File: src/rtl/imem_loader.sv
// Byte-stream program loader: parses a framed stream (16-bit big-endian
// length, program bytes, checksum byte) and writes the program bytes into
// byte-addressed instruction memory. The core is held in reset until a load
// completes with a good checksum.
module imem_loader #(
  parameter int          MEM_SIZE  = 4095,
  parameter logic [63:0] BASE_ADDR = 64'd0
) (
  input  logic        clk_i,
  input  logic        reset_i,
  input  logic        start_i,
  input  logic        in_valid_i,
  input  logic [7:0]  in_data_i,
  output logic        in_ready_o,
  output logic        wr_en_o,
  output logic [63:0] wr_addr_o,
  output logic [7:0]  wr_data_o,
  output logic        core_hold_o,
  output logic        done_o,
  output logic        error_o,
  output logic [15:0] bytes_loaded_o
);

  typedef enum logic [2:0] {
    S_IDLE, S_LEN_HI, S_LEN_LO, S_DATA, S_CSUM, S_DONE, S_ERR
  } state_e;

  // 17 bits so a 16-bit length can always be compared without truncation.
  localparam logic [16:0] MAX_LEN = 17'(MEM_SIZE);

  state_e      state_q, state_d;
  logic        first_q, first_d;   // first cycle in LEN_HI: not ready yet
  logic [15:0] len_q, len_d;
  logic [7:0]  sum_q, sum_d;
  logic [15:0] cnt_q, cnt_d;
  logic        wr_en_q, wr_en_d;
  logic [63:0] wr_addr_q, wr_addr_d;
  logic [7:0]  wr_data_q, wr_data_d;

  logic        accept;
  logic [15:0] len_full;

  // Ready in every stream-consuming state, except the settling cycle after
  // entering LEN_HI.
  assign in_ready_o = ((state_q == S_LEN_HI) && !first_q) ||
                      (state_q == S_LEN_LO) || (state_q == S_DATA) ||
                      (state_q == S_CSUM);
  assign accept   = in_valid_i && in_ready_o;
  assign len_full = {len_q[15:8], in_data_i};

  assign wr_en_o        = wr_en_q;
  assign wr_addr_o      = wr_addr_q;
  assign wr_data_o      = wr_data_q;
  assign bytes_loaded_o = cnt_q;
  assign done_o         = (state_q == S_DONE);
  assign error_o        = (state_q == S_ERR);
  assign core_hold_o    = (state_q != S_DONE);

  // Next-state, frame parsing and write generation.
  always_comb begin
    state_d   = state_q;
    len_d     = len_q;
    sum_d     = sum_q;
    cnt_d     = cnt_q;
    wr_en_d   = 1'b0;
    wr_addr_d = wr_addr_q;
    wr_data_d = wr_data_q;
    unique case (state_q)
      S_IDLE, S_DONE, S_ERR: begin
        if (start_i) begin
          state_d = S_LEN_HI;
          cnt_d   = '0;
          sum_d   = '0;
        end
      end
      S_LEN_HI: begin
        if (accept) begin
          len_d[15:8] = in_data_i;
          state_d     = S_LEN_LO;
        end
      end
      S_LEN_LO: begin
        if (accept) begin
          len_d[7:0] = in_data_i;
          if (({1'b0, len_full} > MAX_LEN) || (len_full[1:0] != 2'b00))
            state_d = S_ERR;
          else if (len_full == 16'd0)
            state_d = S_CSUM;
          else
            state_d = S_DATA;
        end
      end
      S_DATA: begin
        if (accept) begin
          sum_d     = sum_q + in_data_i;
          wr_en_d   = 1'b1;
          wr_addr_d = BASE_ADDR + {48'd0, cnt_q};
          wr_data_d = in_data_i;
          cnt_d     = cnt_q + 16'd1;
          if ((cnt_q + 16'd1) == len_q) state_d = S_CSUM;
        end
      end
      S_CSUM: begin
        if (accept) begin
          state_d = (8'(sum_q + in_data_i) == 8'd0) ? S_DONE : S_ERR;
        end
      end
      default: state_d = S_IDLE;
    endcase
    first_d = (state_d == S_LEN_HI) && (state_q != S_LEN_HI);
  end

  // State and output registers; reset wins over start and byte acceptance.
  always_ff @(posedge clk_i) begin
    if (reset_i) begin
      state_q   <= S_IDLE;
      first_q   <= 1'b0;
      len_q     <= '0;
      sum_q     <= '0;
      cnt_q     <= '0;
      wr_en_q   <= 1'b0;
      wr_addr_q <= '0;
      wr_data_q <= '0;
    end else begin
      state_q   <= state_d;
      first_q   <= first_d;
      len_q     <= len_d;
      sum_q     <= sum_d;
      cnt_q     <= cnt_d;
      wr_en_q   <= wr_en_d;
      wr_addr_q <= wr_addr_d;
      wr_data_q <= wr_data_d;
    end
  end

endmodule

File: config.mk
export PLATFORM = sky130hd
export DESIGN_NAME = imem_loader
export DESIGN_NICKNAME = d
export VERILOG_FILES = /design/src/rtl/imem_loader.sv
export SDC_FILE = /design/constraint.sdc
export NUM_CORES = 1
export LEC_CHECK = 0
export ABC_CLOCK_PERIOD_IN_PS = 2400
export CAP_MARGIN = 30
export CORE_UTILIZATION = 44
export DETAILED_ROUTE_END_ITERATION = 16
export GPL_ROUTABILITY_DRIVEN = 0
export PLACE_DENSITY = 0.78
export SETUP_SLACK_MARGIN = 0.02
export SKIP_CTS_REPAIR_TIMING = 1
export SLEW_MARGIN = 20
export SYNTH_ARGS = -nofsm -noshare
export SYNTH_HDL_FRONTEND = slang
export SYNTH_SLANG_ARGS = --single-unit
File: constraint.sdc
create_clock -name clk_i -period 2.4 [get_ports clk_i]
set_input_delay 0.24 -clock clk_i [delete_from_list [all_inputs] [get_ports clk_i]]
set_output_delay 0.24 -clock clk_i [all_outputs]
set_load 0.01 [all_outputs]
==> impl_metrics.yaml <==
min_path:
  hp-class: "in2reg"
setup_path:
  critPathRequiredTime_ns: 2.71
  start_kind: "flop"
  crit_arrival_ns: 2.78
  cp-end-kind: "flop"
  critPathKind: "reg2reg"
  crit_path_max_fanout: 4
cells_and_area:
  area_delta_synth_final_pct: 27.2
  multi_input_area_mm2: 0.00233
  nFillCells: 780
  drive_above_1_share_pct: 15.5
  fin_nets: 630
  regArea_mm2: 0.00139
  layout.cells.non_filler: 722
  diodes: 0
yosys:
  ys_seq_area_share_pct: 34.5
  synth_area_mm2: 0.00400
  ys_types: 57
  synthTopCellsByArea: "dfxtp_1, buf_4, a21oi_1, nand2_1, nor2_1"
  yosys_warnings: 0
  synth_top_cell_area_share_pct: 34.5
  ys.flop_type: "dfxtp_1"
  synth_top_area_cell: "dfxtp_1"
  synthArstFlopShare_pct: 0
  synth-edff-count: 0
  syn_area_per_cell_um2: 7.67
  yosysMostFrequentCell: "nand2_1"
  synthCells: 522
  synth_commonest_cells: "nand2_1, a21oi_1, dfxtp_1, buf_4, nor2_1"
  ys_seq_elements: 69
floorplan:
  num_rows: 34
  die_w_um: 97.4
  dieArea_mm2: 0.00948
  num_io_pins: 105
  die_h_um: 97.4
  core_mm2: 0.00876
  initial_utilization_pct: 45.7
clock_network:
  clk_pin_slew_ns: 0.09
  htreeDepth: 3
  clock_sinks: 69
  cts_buffers: 9
  root_buffer: "clkbuf_8"
  clock_latency_ns: 0.37
  clockBufferDepth: 2
  cts_tree: "yes"
timing:
  tightest_slew_ns: 0.629
  final_max_slew_viol_count: 0
  hold_ws_ns: 0.202
  fmax_ghz: 0.405
  relSlewSlack_pct: 58.1
  finalHoldViolCount: 0
  setup_viol: 3
  fin_crit_sh_pct: 103
  worst_slack_ns: -0.0705
  rsz0062_at_grt: "yes"
  skew_ns: 0.0116
  period_minus_slack_ns: 2.47
routing:
  drtPass1Iterations: 7
  via_count: 3883
  drt_iter0_drc: 326
  ant_nets: 0
  post_drt_via_cell_ratio: 5.38
  drc: 0
  drt-wirelength-per-cell_um: 14.7
  wirelength_um: 10600
global_route:
  overflow: 0
  grt_pass1_vias: 3601
  antenna_found_initial: 0
  grt_max_degree: 39
  grt_pass1_wl_um: 17200
  grt_use_total_pct: 22.5
outcome:
  status: "finished with violations"
  violations: "setup timing"
run:
  cap_violations: 0
place:
  dp.cells: 705
  dp_hpwl_um: 7500
  port_buffers: 56
pwr:
  ir_worst_vdd_mv: 0.439
  p_total_mw: 2.58
  power.leakage_nw: 2.01
  power_density_mw_per_mm2: 506
==> final cells by class <==
type,instances,share of cell area [%]
Timing Repair Buffer,111,19.1
Multi-Input combinational cell,409,45.9
Inverter,9,0.664
Tap cell,108,2.65
Sequential cell,69,27.2
Clock inverter,7,2.06
Clock buffer,9,2.43
==> cells in the final DEF, fill, tap and decap left out, drive strengths merged, types with 4 or more instances in the layout <==
cell type	Yosys	final
and3	4	4
nor4	8	8
or3	9	9
clkbuf	25	9
xnor2	18	18
clkdlybuf4s50	0	53
a21oi	71	71
xor2	9	9
ha	8	8
inv	9	13
nor2	47	47
buf	57	56
nand4	6	6
nand3	10	10
nor2b	6	6
and2	4	4
nor3	10	10
a22oi	7	7
o21ai	20	20
dfxtp	69	69
a31oi	4	4
nand2	78	78
conb	1	48
mux2i	9	9
==> logic make-up (layout without fill, tap and decap cells) <==
kind of cell    count (synthesis)  in the layout  share of synthesized area [%]
compound gates                117            117                           16.3
xor+xnor                       27             27                           5.91
fa+ha+maj                       9              9                           3.00
buf+inv                        91            136                           13.6
flops                          69             69                           34.5
mux                             9              9                           2.25
other cells                     1             48                         0.0937
simple gates                  199            199                           24.3
==> worst paths after layout <==
kind / startpoint / to / slack, ns / cells after the start
hold / removal: in_data_i[1] / wr_data_o[1]$_SDFFE_PP0P_ / 0.20 / 3
setup / recovery: bytes_loaded_o[0]$_SDFFE_PP0P_ / state_q[2]$_SDFF_PP0_ / -0.07 / 8
setup reg to reg: bytes_loaded_o[0]$_SDFFE_PP0P_ / state_q[2]$_SDFF_PP0_ / -0.07 / 8
hold reg to reg: wr_addr_o[8]$_SDFFE_PP0P_ / wr_addr_o[8]$_SDFFE_PP0P_ / 0.46 / 2
==> flip-flops by register name (all words and copies together), names as in the netlist <==
signal	flops
bytes_loaded_o	16
len_q	16
wr_addr_o	16
sum_q	8
wr_data_o	8
state_q	3
first_q	1
wr_en_o	1
==> report_power, final <==
group | internal [mW] | switching [mW]
clock | 0.603 | 0.513
combinational | 0.104 | 0.178
sequential | 1.16 | 0.0222
total | 1.87 | 0.712
==> critical path, stage by stage (launching register included) <==
cell	delay, ns
dfxtp_2	0.36
ha_4	0.18
nand3_4	0.11
nor4_4	0.35
buf_4	0.18
o21ai_2	0.05
or4_4	0.55
or4b_4	0.51
a21oi_2	0.12
==> metal layers <==
layer / up-vias / global-route usage (%) / wire length (um)
li1: 1863 / - / -
met1: 1805 / 26.7 / 4320
met2: 199 / 38.8 / 5350
met3: 16 / 5.18 / 781
met4: 0 / 9.39 / 163
met5: - / 0 / 0
==> per-stage QoR <==
stage	util [%]	area [um^2]	setup slack (ns)	setup TNS, ns
6_report	58.1	5090	-0.0705	-0.135
5_1_grt	58.1	5090	-0.156	-0.367
4_1_cts	57.3	5020	-0.117	-0.377
3_5_place_dp	54.6	4790	-0.451	-1.40
3_3_place_gp	54.6	4790	-0.365	-1.09
2_1_floorplan	-	4200	0.0512	0
Note: power is estimated with default switching activity, not from simulation.
